File: src/rtl/apb_master_bridge.sv
// APB4 initiator: turns a valid/ready request/response pair into APB SETUP/ACCESS
// transfers, one outstanding at a time, with an optional stuck-completer timeout.
//
// state  | meaning
// IDLE   | req_ready=1, waiting for a request
// SETUP  | psel=1, penable=0 for exactly one cycle
// ACCESS | psel=1, penable=1, waiting for pready or timeout
// RESP   | rsp_valid=1, holding the response until rsp_ready
module apb_master_bridge #(
  parameter int unsigned TIMEOUT_CYCLES = 256,
  parameter int unsigned ADDR_W         = 32
) (
  input  logic              pclk,
  input  logic              preset,
  input  logic              req_valid,
  output logic              req_ready,
  input  logic [ADDR_W-1:0] req_addr,
  input  logic              req_write,
  input  logic [31:0]       req_wdata,
  input  logic [3:0]        req_strb,
  output logic              rsp_valid,
  input  logic              rsp_ready,
  output logic [31:0]       rsp_rdata,
  output logic              rsp_err,
  output logic              rsp_timeout,
  output logic [ADDR_W-1:0] m_paddr,
  output logic              m_psel,
  output logic              m_penable,
  output logic              m_pwrite,
  output logic [31:0]       m_pwdata,
  output logic [3:0]        m_pstrb,
  input  logic              m_pready,
  input  logic [31:0]       m_prdata,
  input  logic              m_pslverr
);

  localparam int CNT_W = (TIMEOUT_CYCLES > 0) ? $clog2(TIMEOUT_CYCLES + 1) : 1;
  localparam logic [CNT_W-1:0] CNT_LOAD = CNT_W'(TIMEOUT_CYCLES);
  localparam logic [CNT_W-1:0] CNT_ONE  = CNT_W'(1);
  localparam logic [CNT_W-1:0] CNT_ZERO = '0;
  localparam bit TIMEOUT_EN = (TIMEOUT_CYCLES > 0);

  localparam logic [1:0] ST_IDLE   = 2'd0;
  localparam logic [1:0] ST_SETUP  = 2'd1;
  localparam logic [1:0] ST_ACCESS = 2'd2;
  localparam logic [1:0] ST_RESP   = 2'd3;

  logic [1:0]       state_q;
  logic [1:0]       state_d;
  logic [CNT_W-1:0] wait_cnt_q;
  logic             accept;
  logic             access_done;
  logic             timeout_hit;

  assign accept      = (state_q == ST_IDLE) && req_ready && req_valid;
  assign access_done = (state_q == ST_ACCESS) && m_pready;
  // Down-counter loaded in SETUP; reaching 1 on a wait cycle means this is the
  // TIMEOUT_CYCLES-th consecutive ACCESS cycle without pready.
  assign timeout_hit = TIMEOUT_EN && (state_q == ST_ACCESS) && !m_pready &&
                       (wait_cnt_q == CNT_ONE);

  always_comb begin
    state_d = state_q;
    case (state_q)
      ST_IDLE:   if (accept) state_d = ST_SETUP;
      ST_SETUP:  state_d = ST_ACCESS;
      ST_ACCESS: if (access_done || timeout_hit) state_d = ST_RESP;
      ST_RESP:   if (rsp_ready) state_d = ST_IDLE;
      default:   state_d = ST_IDLE;
    endcase
  end

  always_ff @(posedge pclk or posedge preset) begin
    if (preset) begin
      state_q   <= ST_IDLE;
      req_ready <= 1'b0;
      rsp_valid <= 1'b0;
      m_psel    <= 1'b0;
      m_penable <= 1'b0;
    end else begin
      state_q   <= state_d;
      req_ready <= (state_d == ST_IDLE);
      rsp_valid <= (state_d == ST_RESP);
      m_psel    <= (state_d == ST_SETUP) || (state_d == ST_ACCESS);
      m_penable <= (state_d == ST_ACCESS);
    end
  end

  // APB payload only changes on acceptance, so it holds through SETUP/ACCESS/RESP/IDLE.
  always_ff @(posedge pclk or posedge preset) begin
    if (preset) begin
      m_paddr  <= '0;
      m_pwrite <= 1'b0;
      m_pwdata <= '0;
      m_pstrb  <= '0;
    end else if (accept) begin
      m_paddr  <= req_addr;
      m_pwrite <= req_write;
      m_pwdata <= req_wdata;
      m_pstrb  <= req_write ? req_strb : 4'b0000;
    end
  end

  always_ff @(posedge pclk or posedge preset) begin
    if (preset) begin
      wait_cnt_q <= '0;
    end else if (state_q == ST_SETUP) begin
      wait_cnt_q <= CNT_LOAD;
    end else if ((state_q == ST_ACCESS) && !m_pready && (wait_cnt_q != CNT_ZERO)) begin
      wait_cnt_q <= wait_cnt_q - CNT_ONE;
    end else if ((state_q == ST_RESP) && rsp_ready) begin
      wait_cnt_q <= '0;
    end
  end

  always_ff @(posedge pclk or posedge preset) begin
    if (preset) begin
      rsp_rdata   <= '0;
      rsp_err     <= 1'b0;
      rsp_timeout <= 1'b0;
    end else if (access_done) begin
      rsp_rdata   <= (!m_pwrite && !m_pslverr) ? m_prdata : 32'h0;
      rsp_err     <= m_pslverr;
      rsp_timeout <= 1'b0;
    end else if (timeout_hit) begin
      rsp_rdata   <= 32'h0;
      rsp_err     <= 1'b1;
      rsp_timeout <= 1'b1;
    end
  end

endmodule

File: config.mk
export PLATFORM = sky130hd
export DESIGN_NAME = apb_master_bridge
export DESIGN_NICKNAME = d
export VERILOG_FILES = /design/src/rtl/apb_master_bridge.sv
export SDC_FILE = /design/constraint.sdc
export NUM_CORES = 1
export LEC_CHECK = 0
export CELL_PAD_IN_SITES_DETAIL_PLACEMENT = 2
export CELL_PAD_IN_SITES_GLOBAL_PLACEMENT = 2
export CORE_ASPECT_RATIO = 0.9
export CORE_MARGIN = 10
export CORE_UTILIZATION = 26
export DETAILED_ROUTE_END_ITERATION = 10
export PLACE_DENSITY_LB_ADDON = 0.1
export SETUP_SLACK_MARGIN = 0.05
export SLEW_MARGIN = 20
export SYNTH_ARGS = -nofsm -noshare
export SYNTH_HDL_FRONTEND = slang
export SYNTH_SLANG_ARGS = --single-unit
export TNS_END_PERCENT = 5
File: constraint.sdc
create_clock -name pclk -period 13.4 [get_ports pclk]
set_input_delay 4.02 -clock pclk [delete_from_list [all_inputs] [get_ports pclk]]
set_output_delay 4.02 -clock pclk [all_outputs]
set_load 0.1 [all_outputs]
## Word level (Yosys, flattened, before mapping)

Index checks and enable logic that the tools add are counted.

| cells by class | value |
|---|---|
| add/sub/neg operators | 1 |
| equal/unequal tests | 7 |
| muxes and demuxes | 14 |
| reductions and logical operators | 18 |

Operators by type and width:

| cell | count |
|---|---|
| $mux 32 | 3 |
| $mux 9 | 3 |
| $eq 9x1->1 const B | 1 |
| $reduce_bool 9->1 | 1 |
| $sub 9x1->9 const B | 1 |
| $eq 2x2->1 const B | 4 |
| $logic_and 1x1->1 | 8 |
| $pmux 2 s4 | 1 |
| $mux 2 | 3 |
| $eq 2x1->1 const B | 2 |
| $logic_not 2->1 | 2 |
| $mux 4 | 1 |
| $logic_not 1->1 | 3 |
| $mux 1 | 3 |
| $reduce_bool 3->1 | 1 |
| $logic_or 1x1->1 | 2 |
| $reduce_bool 2->1 | 1 |

| storage, ports and cells | value |
|---|---|
| bits in registers | 118 |
| bits of input ports | 107 |
| logic and storage cells | 53 |

## Longest topological paths before layout

Gate-level depths: netlist (run 1).

| logic depth | value |
|---|---|
| word-level depth | 8 |
| depth in mapped cells | 7 |
| mapped depth without buffers | 6 |

## Least setup slack after synthesis (run 1)

Ideal clock, no wire load.

| timing | value |
|---|---|
| path kind | input -> register |
| from | input m_pready |
| to | register wait_cnt_q[3] |
| setup time | 121 ps |
| arrival time | 4987 ps |
| required time | 13279 ps |
| slack | 8292 ps |
| cell stages on the path | 4 |
| buffers on the path | 0 |
| cell sequence | or3b_1 > a21oi_2 > mux2_1 > a22o_1 |

| between the ends | value |
|---|---|
| word-level cells in the longest chain between the ends | 5 |
| elaborated cells on any way between the ends | 6 |
| those cells by class | mux (2); reduce/logical (4) |

Ends and longest elaborated chain:

| element | RTL line | source |
|---|---|---|
| start: declaration | 32 | `input logic m_pready,` |
| $logic_not 1->1 (*) | 109 | `end else if ((state_q == ST_ACCESS) && !m_pready && (wait_cnt_q != CNT_ZERO)) begin` |
| $logic_and 1x1->1 (*) (2 in series) | 109 |  |
| $mux 9 | 109 |  |
| $mux 9 | 107 | `end else if (state_q == ST_SETUP) begin` |
| end signal: assignment | 110 | `wait_cnt_q <= wait_cnt_q - CNT_ONE;` |
| end: declaration | 50 | `logic [CNT_W-1:0] wait_cnt_q;` |

Every way passes the cells marked *; elsewhere a longest branch is shown, timed or not.
A chain may end at the register's enable or synchronous reset.

## Worst setup path in the final report (run 1)

| timing | value |
|---|---|
| from | register m_pwrite |
| to | output m_pwrite |

RTL lines:

| element | RTL line | source |
|---|---|---|
| start: declaration | 29 | `output logic m_pwrite,` |
| start signal: assignment | 98 | `m_pwrite <= req_write;` |

No word-level cell between the ends.

==> metrics.csv, run 1 <==
metric;value;unit
largest stage delay on the critical path;1.19;ns
Clk pin slew, worst setup/hold paths;0.06;ns
CP bufs+invs;1;
share of layout cells above drive strength 1;0.06902;
TritonCTS buffer count;17;
post-route ant nets;0;
die boundary height;147.3;um
TritonCTS clock tree;yes;
post-synth design cell area;0.004681;sq mm
Max-cap violations;0;
Final Critical Period;6.049;ns
met2 track demand over resource;0.2543;
global-route wire length before repair;28810;um
worst min-delay path category;register to register;
routability-driven placement congestion ratio;0.7206;
headroom to the max-slew limit;0.3028;
detail-routed via count per cell;4.468;
Net count, final;781;
total grt overflow;0;
crit start category;register;
area of all placed cells without fillers;0.007671;sq mm
Via Count;4115;
CTS root buffer;clkbuf_16;
Final Hold Vio Count;0;
number of buffers inserted by post-CTS setup repair;0;
clock sink total;118;
worst hold path stage count;2;
Diodes inserted;0;
fraction of met3 tracks used by global routing;0.06173;
later-pin clock latency in the skew report;0.41;ns
slew of the pin with the lowest slew margin;1.043;ns
I/O pin count;214;
number of cells on the worst reg-to-reg path;5;
number of buffers inserted for hold repair after clock tree synthesis;0;
critical path class;register to output pin;
overall die area;0.02378;sq mm
antenna violations before repair;1;
Starting DRT DRC Count;198;
maximum number of pins on one net before global-route repair;71;
post-synth net total;569;
worst path arrival time;2.03;ns
flops & latches, synth;118;
maximum net fanout on the critical path;3;
fillcell total;1864;
achievable frequency;0.1653;GHz
gate family responsible for the most delay along the worst path;buffers and inverters;
synthesized netlist cell count;456;
HPWL Detailed;12890;um
cell chain of the critical path;clkdlybuf4s50_1;
effective utilization at floorplan;0.2649;
unrepaired setup endpoints after global routing;false;
Data required, critical path;9.38;ns
overall die width;161.4;um
number of distinct standard cells referenced by the synthesized netlist;37;
Resized cells post-CTS;0;
Critical Path Sink Type;output pin;
endpoints failing setup;0;
DRC Markers;0;
synthesized area divided by synthesized cell count;10.26;sq um
run status;completed;
number of warning messages in the yosys log;0;
total core area;0.01767;sq mm
synthesis-to-finish area growth;63.89;%
overall global routing resource usage;0.1542;
number of levels in the clock H-tree;4;
total count of max-transition violations in the final report;0;
Post-Route WL;18010;um
accumulated negative setup slack;0;ns
portion of the clock cycle consumed by the worst path in the final layout;0.4514;
GR peak layer;met2;
met1 track utilization from global routing;0.1827;
site row count;46;
placed inst area;0.007014;sq mm
Pre-antenna DRT Iters;4;
number of gates on the worst path with buffers counted;1;
Slowest cell on crit path;clkdlybuf4s50_1;
Routed WL per cell;19.55;um
part of the Yosys area used for sequential elements;0.6308;
Port Buf Inserts;213;
vias in the first global route;4773;
Fin Clk Skew;0.007383;ns
clk buf depth;2;
placed cells by master (no fill, tap or decap), types with 2 or more instances in the layout:
master	n
a21oi_1	5
nor2b_1	2
clkdlybuf4s50_1	213
clkinv_4	2
clkinvlp_4	3
clkinv_2	2
mux2i_1	5
a22o_1	33
clkbuf_8	2
dfrtp_1	118
buf_4	3
nand3_1	7
nand2_1	216
nor2_1	8
ha_1	6
or3_1	2
bufinv_16	5
inv_1	5
a31o_2	2
clkbuf_16	17
flip-flops by register name, indices dropped and copies added (netlist names):
name,count
m_paddr,32
m_pwdata,32
rsp_rdata,32
wait_cnt_q,9
m_pstrb,4
state_q,2
m_penable,1
m_psel,1
m_pwrite,1
req_ready,1
rsp_err,1
rsp_timeout,1
rsp_valid,1
final cells by class:
class	count	area, sq um	share of cell area
repair buffers	217	2170	0.2828
clock buffers	20	456.7	0.05953
multi-input cells	308	1567	0.2042
well taps	240	300.3	0.03915
inverters	6	25.02	0.003262
clock inverters	12	200.2	0.02610
flip-flops and latches	118	2953	0.3849
synthesized netlist by cell type (all sizes together):
cell	n	area (sq um)
clkbuf	5	18.77
nor3	2	21.27
nand2	216	810.8
o21a	1	7.510
and4b	1	13.76
or3	2	12.51
mux2i	5	50.05
o31ai	1	7.510
a21oi	6	33.78
nor3b	1	7.510
nor4b	1	8.760
a31oi	1	6.260
a31o	2	17.52
o21ai	3	26.27
and2b	1	8.760
a22o	33	289.0
nand3b	1	7.510
mux2	2	22.52
nor2	8	30.03
nand3	8	40.04
or3b	1	8.760
dfrtp	118	2953
nor2b	2	12.51
buf	19	126.4
and3	1	6.260
ha	6	75.07
nor4	1	21.27
nand2b	1	6.260
inv	6	22.52
nand4b	1	8.760
metal layers:
metal	wire length, um	vias up	part of all wire
li1	-	1906	-
met1	7664	2067	0.43
met2	8795	123	0.49
met3	1332	19	0.074
met4	218	0	0.012
met5	0	-	0
tightest hold or removal path: stages (launching register included):
cell     delay, ns
dfrtp_1       0.34
nand2_1       0.05
nand2_1       0.05
logic make-up (layout without fill, tap and decap cells):
family                   Yosys count  count (layout)  share of synthesized area
AND/OR/NAND/NOR                  248             248                     0.2189
flip-flops                       118             118                     0.6308
AO/OA/AOI/OAI                     47              47                    0.08287
buffers and inverters             30             255                    0.03582
multiplexers                       7               7                    0.01550
adder cells (fa/ha/maj)            6               6                    0.01604
metrics by stage:
step,util,hold WS [ns],setup WS (ns),cells
after floorplan,-,0.5014,6.251,456
after global placement,0.3961,0.4490,7.314,888
after detailed placement,0.3970,0.4576,7.364,889
after CTS,0.4341,0.4709,7.298,921
after global routing,0.4341,0.5036,7.284,921
final,0.4341,0.4678,7.351,921
final timing paths:
kind	startpoint	end	slack (ns)
setup / recovery	m_pwrite	m_pwrite	7.35
min in group asynchronous	preset	rsp_rdata[1]	4.07
setup reg to reg	state_q[0]	m_pwdata[3]	11.26
hold reg to reg	m_pstrb[2]	m_pstrb[2]	0.47
hold / removal	m_pstrb[2]	m_pstrb[2]	0.47
max in group asynchronous	preset	rsp_rdata[28]	7.94
Power of run 1 is not shown: default switching activity piles up to over one toggle a cycle in this logic, so the estimate is an artifact.
==> run 2: changes to the inputs <==
--- a/config.mk
+++ b/config.mk
@@ -9,7 +9,7 @@
 export CELL_PAD_IN_SITES_GLOBAL_PLACEMENT = 2
 export CORE_ASPECT_RATIO = 0.9
 export CORE_MARGIN = 10
-export CORE_UTILIZATION = 26
+export CORE_UTILIZATION = 24
 export DETAILED_ROUTE_END_ITERATION = 10
 export PLACE_DENSITY_LB_ADDON = 0.1
 export SETUP_SLACK_MARGIN = 0.05
==> constraint.sdc (replaced) <==
create_clock -name pclk -period 5.8 [get_ports pclk]
set_input_delay 1.74 -clock pclk [delete_from_list [all_inputs] [get_ports pclk]]
set_output_delay 1.74 -clock pclk [all_outputs]
set_load 0.1 [all_outputs]
==> run 2 against run 1 <==
  * Count of clock-buffer cells in the layout shrank 1
  * Register-to-register slack worse by 7.9 ns
  * Utilization is 3.3 points lower
  * Cell area grew 0.15%
  * First-iteration DRC count up 16%
  * Via count shrank 0.56%
  * Wire length grew 2.5%
  * Worst setup slack worse by 5.4 ns
  * Clock skew is essentially flat
  * Critical path depth is the same
  * Die area rose by 7.2%
==> metrics.csv, run 2 (synthesis gave the netlist of run 1 again) <==
metric;value;unit
I/O pin count;214;
maximum number of pins on one net before global-route repair;52;
post-route ant nets;0;
clock sink total;118;
Port Buf Inserts;213;
number of buffers inserted for hold repair after clock tree synthesis;0;
cell chain of the critical path;clkdlybuf4s50_1;
CTS root buffer;clkbuf_16;
total core area;0.01916;sq mm
Starting DRT DRC Count;230;
routability-driven placement congestion ratio;0.7428;
clk buf depth;2;
effective utilization at floorplan;0.2443;
highest-count cells in the layout ignoring fill and taps;nand2_1 (216), clkdlybuf4s50_1 (213), dfrtp_1 (118);
gate family responsible for the most delay along the worst path;buffers and inverters;
crit start category;register;
number of buffers inserted by post-CTS setup repair;0;
fraction of met3 tracks used by global routing;0.05699;
achievable frequency;0.2622;GHz
DRC Markers;0;
overall die area;0.02550;sq mm
run status;completed;
met1 track utilization from global routing;0.1725;
unrepaired setup endpoints after global routing;false;
overall global routing resource usage;0.1434;
TritonCTS clock tree;yes;
fillcell total;2035;
maximum net fanout on the critical path;3;
Critical Path Sink Type;output pin;
critical path class;register to output pin;
synthesis-to-finish area growth;64.13;%
met2 track demand over resource;0.2316;
slew of the pin with the lowest slew margin;1.047;ns
headroom to the max-slew limit;0.2998;
portion of the clock cycle consumed by the worst path in the final layout;0.6577;
Via Count;4092;
Post-Route WL;18460;um
CP bufs+invs;1;
global-route wire length before repair;28680;um
TritonCTS buffer count;17;
accumulated negative setup slack;0;ns
antenna violations before repair;1;
Routed WL per cell;19.81;um
Max-cap violations;0;
biggest registers after layout;m_paddr: 32 flops, m_pwdata: 32 flops, rsp_rdata: 32 flops;
later-pin clock latency in the skew report;0.42;ns
die boundary height;152.5;um
HPWL Detailed;13510;um
total grt overflow;0;
Clk pin slew, worst setup/hold paths;0.06;ns
Diodes inserted;0;
Slowest cell on crit path;clkdlybuf4s50_1;
detail-routed via count per cell;4.391;
GR peak layer;met2;
Fin Clk Skew;0.007864;ns
vias in the first global route;4620;
Resized cells post-CTS;0;
site row count;48;
total count of max-transition violations in the final report;0;
share of layout cells above drive strength 1;0.07185;
largest stage delay on the critical path;1.19;ns
worst path arrival time;2.07;ns
Pre-antenna DRT Iters;4;
overall die width;167.2;um
Data required, critical path;4.06;ns
number of levels in the clock H-tree;4;
Final Critical Period;3.814;ns
Net count, final;782;
worst min-delay path category;register to register;
leading cell type in the layout, fill and taps excluded;nand2_1;
endpoints failing setup;0;
Final Hold Vio Count;0;
==> run 2: changes by cell type in the layout (fill, tap and decap cells not counted), sizes merged <==
cell,delta
buf,+1
clkbuf,-1
inv,+2
bufinv,-1
==> run 2: through the flow <==
stage               utilization  setup WS [ns]  hold slack (ns)  cells  cell area (sq um)
finish                   0.4010          1.986           0.4724    932               7682
global route             0.4010          1.918           0.5071    932               7682
CTS                      0.4010          1.936           0.4800    932               7682
detailed placement       0.3672          1.870           0.4658    900               7034
global placement         0.3664          1.885           0.4544    899               7019
floorplan                     -         0.9309           0.5014    456               4681
==> run 2: layer usage <==
layer	up-vias	wire [um]
met5	-	8
met4	2	197
met3	20	1282
met2	128	8930
met1	2031	8045
li1	1911	-
==> run 2: final cells by class <==
type | count | area (sq um) | share of cell area
clock buffer | 19 | 452.9 | 0.05896
clock inverter | 13 | 195.2 | 0.02541
inverter | 6 | 25.02 | 0.003257
multi-input combinational | 308 | 1567 | 0.2039
sequential | 118 | 2953 | 0.3844
tap | 250 | 312.8 | 0.04072
timing repair buffer | 218 | 2177 | 0.2834
==> run 2: path summary, 6_finish.rpt <==
kind | start | end | slack (ns) | cells after the start
max reg2reg | state_q[0] | m_pwdata[16] | 3.33 | 5
max | m_pwrite | m_pwrite | 1.99 | 1
max in group asynchronous | preset | m_pwdata[24] | 3.03 | 3
min | m_paddr[26] | m_paddr[26] | 0.47 | 2
min in group asynchronous | preset | wait_cnt_q[2] | 1.79 | 2
min reg2reg | m_paddr[26] | m_paddr[26] | 0.47 | 2
Power of run 2 is left out for the same reason.
